===== src/rtl/mul36_share_arb.sv =====
// rtl/mul36_share_arb.sv - two-requester arbiter sharing one registered 36x36 multiplier.
// Define MUL36_SHARE_ARB_RR_EN for round-robin contention; fixed priority (req0) otherwise.
module mul36_share_arb (
    input  logic        clk,
    input  logic        rst,
    input  logic        req0_valid,
    output logic        req0_ready,
    input  logic [35:0] req0_a,
    input  logic [35:0] req0_b,
    input  logic        req0_a_signed,
    input  logic        req0_b_signed,
    input  logic        req1_valid,
    output logic        req1_ready,
    input  logic [35:0] req1_a,
    input  logic [35:0] req1_b,
    input  logic        req1_a_signed,
    input  logic        req1_b_signed,
    output logic [35:0] mul_a,
    output logic [35:0] mul_b,
    output logic        mul_a_signed,
    output logic        mul_b_signed,
    output logic        mul_ce_in,
    output logic        mul_ce_out,
    output logic        mul_rst,
    input  logic [71:0] mul_z,
    output logic        res_valid,
    output logic        res_id,
    output logic [71:0] res_z
);
    logic s1_v_q, s1_id_q, s1_as_q, s1_bs_q;
    logic s2_v_q, s2_id_q;
    logic hold_v_q, hold_id_q;
    logic mul_rst_q;

    logic both_v, any_v, prio, win, win_as, win_bs, hazard, grant;

`ifdef MUL36_SHARE_ARB_RR_EN
    logic ptr_q, ptr_d;
    assign prio  = ptr_q;
    assign ptr_d = (grant & both_v) ? ~win : ptr_q;
`else
    assign prio = 1'b0;
`endif

    always_comb begin
        both_v = req0_valid & req1_valid;
        any_v  = req0_valid | req1_valid;
        // A requester stalled by a signedness hazard keeps the grant for the following cycle.
        if (hold_v_q && (hold_id_q ? req1_valid : req0_valid)) begin
            win = hold_id_q;
        end else if (both_v) begin
            win = prio;
        end else begin
            win = ~req0_valid;
        end
        win_as = win ? req1_a_signed : req0_a_signed;
        win_bs = win ? req1_b_signed : req0_b_signed;
        // SIGNEDA/B feed the multiply stage, so they must stay with the op in stage1.
        hazard = s1_v_q & ((win_as != s1_as_q) | (win_bs != s1_bs_q));
        grant  = any_v & ~hazard & ~mul_rst_q;
    end

    always_comb begin
        req0_ready = grant & ~win;
        req1_ready = grant & win;
        mul_ce_in  = grant;
        mul_a      = '0;
        mul_b      = '0;
        if (grant) begin
            mul_a = win ? req1_a : req0_a;
            mul_b = win ? req1_b : req0_b;
        end
        if (grant) begin
            mul_a_signed = win_as;
            mul_b_signed = win_bs;
        end else if (s1_v_q) begin
            mul_a_signed = s1_as_q;
            mul_b_signed = s1_bs_q;
        end else begin
            mul_a_signed = 1'b0;
            mul_b_signed = 1'b0;
        end
        mul_ce_out = s1_v_q;
        mul_rst    = mul_rst_q;
        res_valid  = s2_v_q;
        res_id     = s2_id_q;
        res_z      = s2_v_q ? mul_z : '0;
    end

    always_ff @(posedge clk or posedge rst) begin
        if (rst) begin
            s1_v_q    <= 1'b0;
            s1_id_q   <= 1'b0;
            s1_as_q   <= 1'b0;
            s1_bs_q   <= 1'b0;
            s2_v_q    <= 1'b0;
            s2_id_q   <= 1'b0;
            hold_v_q  <= 1'b0;
            hold_id_q <= 1'b0;
            mul_rst_q <= 1'b1;
        end else begin
            s1_v_q    <= grant;
            s1_id_q   <= win;
            s1_as_q   <= win_as;
            s1_bs_q   <= win_bs;
            s2_v_q    <= s1_v_q;
            s2_id_q   <= s1_id_q;
            hold_v_q  <= any_v & hazard & ~mul_rst_q;
            hold_id_q <= win;
            mul_rst_q <= 1'b0;
        end
    end

`ifdef MUL36_SHARE_ARB_RR_EN
    always_ff @(posedge clk or posedge rst) begin
        if (rst) begin
            ptr_q <= 1'b0;
        end else begin
            ptr_q <= ptr_d;
        end
    end
`endif

endmodule


===== config.mk =====
export PLATFORM = sky130hd
export DESIGN_NAME = mul36_share_arb
export DESIGN_NICKNAME = d
export VERILOG_FILES = /design/src/rtl/mul36_share_arb.sv
export SDC_FILE = /design/constraint.sdc
export NUM_CORES = 1
export LEC_CHECK = 0
export ABC_AREA = 1
export CAP_MARGIN = 25
export CORE_AREA = 5 5 144 146
export CTS_BUF_LIST = sky130_fd_sc_hd__clkbuf_16
export DETAILED_ROUTE_END_ITERATION = 8
export DIE_AREA = 0 0 149 151
export SLEW_MARGIN = 30
export SYNTH_ARGS = -nofsm -noshare
export SYNTH_HDL_FRONTEND = slang
export SYNTH_SLANG_ARGS = --single-unit

===== constraint.sdc =====
create_clock -name clk -period 2.5 [get_ports clk]
set_input_delay 0.75 -clock clk [delete_from_list [all_inputs] [get_ports clk]]
set_output_delay 0.75 -clock clk [all_outputs]
set_load 0.005 [all_outputs]

==> out/qor.txt, run 1 <==
================================================================================
Number of global-route vias before repair                                   4592
DRC viols                                                                      0
Post-route worst hold slack                                             0.448 ns
Instance count of the mapped netlist                                         585
R2R cell count                                                                14
CTS H-tree lvls                                                                1
Count of state elements after synthesis                                        8
Maximum fanout encountered on the critical timing path                         6
Die area                                                              0.0225 mm2
Failing checks                                                      setup timing
Endpoint of the worst register-to-register path                       mul_ce_out
Achievable frequency                                                     349 MHz
Total count of max-transition violations in the final report                   0
Count of final hold-check violations                                           0
Via count of the routed design                                              4617
Setup repair after global routing missed its margin                          yes
Crit share post-route                                                       115%
Remaining global-route overflow                                                0
TritonCTS clock tree                                                         yes
Power per unit of standard cell area                                  238 mW/mm2
Combinational family with the most area after synthesis             simple AND/OR/NAND/NOR gates
Worst hold path endpoint                                                  res_id
Leading cell types in the layout, fill and taps excluded            sky130_fd_sc_hd__nand2_1 (293), sky130_fd_sc_hd__clkdlybuf4s50_1 (221), sky130_fd_sc_hd__inv_1 (144), sky130_fd_sc_hd__dlygate4sd2_1 (73), sky130_fd_sc_hd__buf_2 (68)
Hold_buf cts                                                                   0
TritonCTS Buffers                                                              3
Cell type with the highest occurrence count on the critical path    sky130_fd_sc_hd__nand2_4
Syn Nets                                                                     809
Adder and majority gate portion of the synthesized area                       0%
Overall routed net length                                                18.4 mm
Number of sinks driven by the clock tree                                       8
Number of antenna violations at the first check in global routing              0
Number of nets in the layout                                                1209
Class of the most critical hold timing path                           reg -> reg
R2r startpoint                                                          hold_v_q
Proportion of layout cells with a drive suffix above 1                     24.0%
Number of setup violations in the final report                                77
First-pass GRT wire length                                               25.6 mm
Number of distinct library cells after synthesis                              20
Number of port buffers                                                       376
Launch instance of the worst min-delay path                            hold_id_q
Clock-pin slew on the worst setup and hold paths                         0.03 ns
Worst setup SP type                                                   input port
Post-synthesis simple-gate area fraction                                   64.3%
Clock root buffer                                                   sky130_fd_sc_hd__clkbuf_16
Horizontal die dimension                                                  149 um
Mux share of post-synthesis cell area                                         0%
Pin count of the biggest net entering global routing                          48
Fraction of the yosys area taken by sequential cells                       7.47%
Combined area of all synthesized cells                               0.00270 mm2
Chain of cells forming the critical path                            buf_8 > nand3_4 > nand2_4 > nand2_4 > nand2_2 > nand2_1 > nand2_1 > nand2_2 > nand2_4 > nand2_8 > buf_12 > buf_16 > buf_12 > nor2_2 > buf_2
Overall power after layout                                               1.75 mW
XOR/XNOR Fraction of Synth Area                                               0%
Final critical delay including setup and external delays                 2.86 ns
Top-level port count                                                         377
Worst-case clock skew                                                 0.00248 ns
Endpoint arrival time on the critical path                               2.11 ns
Post-route setup slack                                                 -0.364 ns
Drt first pass iters                                                           4
All-Layer GR Usage                                                         14.6%
Category of the worst setup path capture point                      primary output
Required time reported for the critical path endpoint                    1.75 ns
Status                                                              finished with violations
Gpl congestion                                                             0.810
Synthesized area divided by synthesized cell count                      4.61 um2
Antenna-violating nets left                                                    0
Rows                                                                          51
Number of placed instances, taps included                                   1216
Largest buffer count on any clock path                                         2
Reg2Reg Setup Slack                                                      0.76 ns
Violation count after the first detailed-route iteration                      60
Wire length per cell after detailed routing                              14.7 um
N_diodes                                                                       0
Compound-gate portion of the synthesized area                                 0%
Critical Path Slowest Stage Cell                                    sky130_fd_sc_hd__buf_12
Critical setup path kind                                               in -> out
Delay of the slowest cell on the worst path                              0.14 ns
Leading cell type in the layout, fill and taps excluded             sky130_fd_sc_hd__nand2_1
Initial standard-cell utilization of the core                              14.0%
Max IR drop VDD                                                       0.000206 V
Post-DR vias/cell                                                           3.70
DPL Wire Length                                                          13.9 mm
Yosys warning total                                                            0
Area inside the core boundary                                         0.0193 mm2
Clock latency on the worst-skew pair                                     0.23 ns
Static Leak                                                              4.37 nW
Final instance count without filler cells                                   1249
Number of max-capacitance violations reported                                  0
Height of the chip                                                        151 um
WHS Path Cells                                                                 0
Fillers                                                                     2104
Synthesis-to-layout area growth                                             172%
================================================================================
## cell type report
cell class | instances | area (um2) | share of cell area (%)
sequential | 8 | 203 | 2.76
clock buffer | 3 | 75.1 | 1.02
timing repair buffer | 426 | 4090 | 55.6
clock inverter | 1 | 3.75 | 0.0511
inverter | 153 | 589 | 8.03
tap | 265 | 332 | 4.52
multi-input combinational | 393 | 2050 | 28.0
## worst max-delay path: cells and delay by family
kind | cells | cell delay, ns
buffers and inverters | 5 | 0.61
AND/OR/NAND/NOR | 10 | 0.74
## cell families after synthesis
group / after synthesis
AND/OR/NAND/NOR: 392
buffers and inverters: 184
flip-flops: 8
other: 1
## stage by stage
stage                     setup WS (ns)  setup TNS (ns)  cell area, um2  util (%)
after floorplan                  0.0336               0            2720         -
after global placement            -1.07          -84.28            6840      35.5
after detailed placement          -1.12          -87.72            6840      35.5
after CTS                        -0.366          -22.55            7200      37.3
after global routing             -0.454          -29.52            7340      38.1
final                            -0.364          -22.63            7340      38.1
## metal layers
layer | track usage [%] | share of wire (%)
met1 | 14.4 | 35
met2 | 30.1 | 54
met3 | 4.46 | 9.6
met4 | 2.33 | 1.7
met5 | 0 | 0
## flip-flops by register name (all words and copies together), names as in the netlist
register,count
s1_bs_q,1
s1_as_q,1
res_valid,1
mul_ce_out,1
res_id,1
hold_id_q,1
hold_v_q,1
mul_rst,1
## worst max path at each step
stage	from	end	slack, ns	depth (start not counted)
finish	req1_valid	mul_b[34]	-0.36	15
CTS	req1_valid	mul_b[27]	-0.37	15
global route	req1_valid	mul_a[4]	-0.45	15
global placement	req1_valid	mul_a[4]	-1.07	13
floorplan	req1_valid	mul_a[10]	0.03	12
detailed placement	req1_valid	mul_a[4]	-1.12	13
## Yosys cell counts
cell type / number / area share (%)
sky130_fd_sc_hd__buf_1: 1 / 0.14
sky130_fd_sc_hd__buf_12: 2 / 1.5
sky130_fd_sc_hd__buf_2: 11 / 2.0
sky130_fd_sc_hd__buf_6: 1 / 0.42
sky130_fd_sc_hd__buf_8: 1 / 0.56
sky130_fd_sc_hd__clkbuf_1: 15 / 2.1
sky130_fd_sc_hd__conb_1: 1 / 0.14
sky130_fd_sc_hd__dfrtp_1: 7 / 6.5
sky130_fd_sc_hd__dfstp_2: 1 / 0.98
sky130_fd_sc_hd__inv_1: 150 / 21
sky130_fd_sc_hd__inv_2: 3 / 0.42
sky130_fd_sc_hd__nand2_1: 300 / 42
sky130_fd_sc_hd__nand2_2: 4 / 0.93
sky130_fd_sc_hd__nand2_4: 2 / 0.84
sky130_fd_sc_hd__nand3_1: 7 / 1.3
sky130_fd_sc_hd__nand3_2: 1 / 0.37
sky130_fd_sc_hd__nand3b_1: 1 / 0.28
sky130_fd_sc_hd__nor2_1: 47 / 6.5
sky130_fd_sc_hd__nor2_4: 29 / 12
sky130_fd_sc_hd__nor3_1: 1 / 0.19
## power breakdown
group,internal [mW],switching [mW],leakage (nW)
sequential,0.140,0.00955,0.0954
clock,0.208,0.0583,0.0423
combinational,0.754,0.576,4.24
total,1.10,0.644,4.37
## repair_timing
action,CTS,global route
setup endpoints to repair,149,77
resized for setup,491,65
endpoints found under the hold margin,0,0
pin swaps,11,10
buffers inserted,21,4
cloned,10,1
Note: power is estimated with default switching activity, not from simulation.
==> run 2, diff against run 1 <==
Settings changed: CORE_AREA 5 5 144 146 to 5 5 142 144, DIE_AREA 0 0 149 151 to 0 0 147 149, HOLD_SLACK_MARGIN set to 0.08.
Clock period 2.5 ns to 2.65 ns, I/O delays scaled along.
==> run 2 against run 1 <==
Net effect: the flow still finishes with violations (setup timing); largest power group unchanged; core utilization grew 4.3 points; routed wire length grew 3.6%; critical path type unchanged; non-clock buffer count grew 31; critical path depth is the same; power grew 1.7%; global-route usage grew 0.91 points; combinational power grew 4%; critical endpoint is now mul_b[26].
==> out/qor.txt, run 2 (synthesis results as in run 1) <==
====================================================================================
Post-route design area                                                   0.00787 mm2
Total count of max-transition violations in the final report                       0
Top delay family on crit path                                           simple AND/OR/NAND/NOR gates
Number of nets in the layout                                                    1240
Number of max-capacitance violations reported                                      0
Synthesis-to-layout area growth                                                 192%
Horizontal die dimension                                                      147 um
Count of buffering cells on the critical path with inverters included              5
Category of the worst setup path capture point                          primary output
DPL Wire Length                                                              14.4 mm
Violation count after the first detailed-route iteration                          92
Failing checks                                                          setup timing
Antenna-violating nets left                                                        0
Switching pwr                                                                 636 uW
Class of the most critical hold timing path                               reg -> reg
Crit share post-route                                                           112%
Setup repair after global routing missed its margin                              yes
Achievable frequency                                                         338 MHz
First-pass GRT wire length                                                   26.6 mm
Area inside the core boundary                                             0.0186 mm2
Post-route setup slack                                                     -0.312 ns
Power per unit of standard cell area                                      226 mW/mm2
Power share of the sequential group                                             8.1%
Pin count of the biggest net entering global routing                              47
Overall power after layout                                                   1.78 mW
Logic pwr share                                                                77.8%
Post-DR vias/cell                                                               3.79
Top-level port count                                                             377
Wire length per cell after detailed routing                                  15.2 um
Worst setup SP type                                                       input port
Switching fraction of total power                                              35.8%
Delay of the slowest cell on the worst path                                  0.16 ns
Proportion of layout cells with a drive suffix above 1                         26.7%
Uppermost layer routed                                                          met4
Internal power                                                               1.14 mW
Clock latency on the worst-skew pair                                         0.23 ns
Worst-case clock skew                                                     0.00126 ns
Drt first pass iters                                                               4
Critical Path Slowest Stage Cell                                        sky130_fd_sc_hd__buf_8
Leading cell type in the layout, fill and taps excluded                 sky130_fd_sc_hd__nand2_1
Overall routed net length                                                    19.0 mm
Rows                                                                              50
Clock root buffer                                                       sky130_fd_sc_hd__clkbuf_16
Number of global-route vias before repair                                       4606
Height of the chip                                                            149 um
TritonCTS Buffers                                                                  3
Required time reported for the critical path endpoint                        1.86 ns
Die area                                                                  0.0219 mm2
Gpl congestion                                                                 0.834
Static Leak                                                                  4.90 nW
Number of antenna violations at the first check in global routing                  0
Remaining global-route overflow                                                    0
Count of final hold-check violations                                               0
Final critical delay including setup and external delays                     2.96 ns
TritonCTS clock tree                                                             yes
Cell type with the highest occurrence count on the critical path        sky130_fd_sc_hd__nand2_4
Total Neg Setup Slack                                                      -18.18 ns
Via count of the routed design                                                  4728
Initial standard-cell utilization of the core                                  14.5%
Clock-pin slew on the worst setup and hold paths                             0.04 ns
Total cell area at the placement stage                                   0.00681 mm2
N_diodes                                                                           0
All-Layer GR Usage                                                             15.5%
Critical setup path kind                                                   in -> out
Length of routed met2 wiring                                                 10.1 mm
Maximum fanout encountered on the critical timing path                             6
CTS H-tree lvls                                                                    1
Total routed wire length on the met1 layer                                   6.74 mm
Clock network power share                                                      14.2%
Number of port buffers                                                           376
Chain of cells forming the critical path                                buf_8 > nand3_4 > nand2_4 > nand2_4 > nand2_2 > nand2_1 > nand2_1 > nand2_2 > nand2_4 > nand2_8 > buf_8 > buf_16 > buf_4 > nor2_4 > buf_2
Number of sinks driven by the clock tree                                           8
Routed wire length on met3                                                   1.84 mm
Number of setup violations in the final report                                    77
Leading cell types in the layout, fill and taps excluded                sky130_fd_sc_hd__nand2_1 (292), sky130_fd_sc_hd__clkdlybuf4s50_1 (223), sky130_fd_sc_hd__inv_1 (134), sky130_fd_sc_hd__buf_2 (61), sky130_fd_sc_hd__nor2_4 (59)
Max IR drop VDD                                                           0.000126 V
Status                                                                  finished with violations
Endpoint arrival time on the critical path                                   2.17 ns
Largest buffer count on any clock path                                             2
Post-route worst hold slack                                                 0.432 ns
DRC viols                                                                          0
====================================================================================
==> run 2: cell types whose count changed in the layout (fill, tap and decap cells not counted), sizes merged <==
cell,previous run,this run
buf,129,158
clkbuf,4,6
clkdlybuf4s50,221,223
clkinv,0,2
dlygate4sd2,73,45
dlymetal6s2s,0,26
inv,154,152
==> run 2: worst reg2reg max path, delay by kind of cell, from the launching register on <==
kind | cells | cell delay (ns)
AND/OR/NAND/NOR | 8 | 0.67
flip-flops | 1 | 0.40
buffers and inverters | 7 | 0.71
==> run 2: layout make-up <==
cell class / count / area (um2)
clock buffer: 3 / 75.1
clock inverter: 1 / 3.75
fill: 1950 / 10700
inverter: 153 / 599
multi-input combinational: 393 / 2050
sequential: 8 / 203
tap: 234 / 293
timing repair buffer: 457 / 4650
==> run 2: worst paths after layout <==
path	end	startpoint	cells after the start	slack, ns
hold reg to reg	res_id	hold_id_q	0	0.43
min in group asynchronous	mul_ce_out	rst	2	0.84
setup / recovery	mul_b[26]	req1_valid	15	-0.31
max in group asynchronous	mul_rst	rst	2	1.53
hold / removal	res_id	hold_id_q	0	0.43
setup reg to reg	mul_ce_out	hold_id_q	15	0.78
==> run 2: per-layer routing <==
layer  GRT usage (%)  up-vias
met1            15.9     2040
li1                -     2450
met2            31.0      228
met3            5.17       10
met5               0        -
met4            2.47        0
==> run 2: power by group through the flow <==
stage,registers [mW],clock network (mW),logic (mW)
finish,0.144,0.251,1.38
global route,0.145,0.263,1.49
CTS,0.144,0.256,1.36
detailed placement,0.144,0,1.14
global placement,0.144,0,1.14
floorplan,0.140,0,0.402
==> run 2: metrics by stage <==
step | cells | utilization, % | setup slack, ns
after global placement | 1186 | 36.7 | -1.08
after global routing | 1249 | 42.4 | -0.410
final | 1249 | 42.4 | -0.312
after detailed placement | 1186 | 36.7 | -1.07
after CTS | 1248 | 40.9 | -0.411
after floorplan | 585 | - | 0.0477
==> run 2: repair_timing <==
action	in CTS	in global routing
hold buffers	0	0
buffers inserted	48	7
pin swaps	17	19
cloned	11	2
endpoints found under the setup margin	121	103
gates resized for setup	492	102
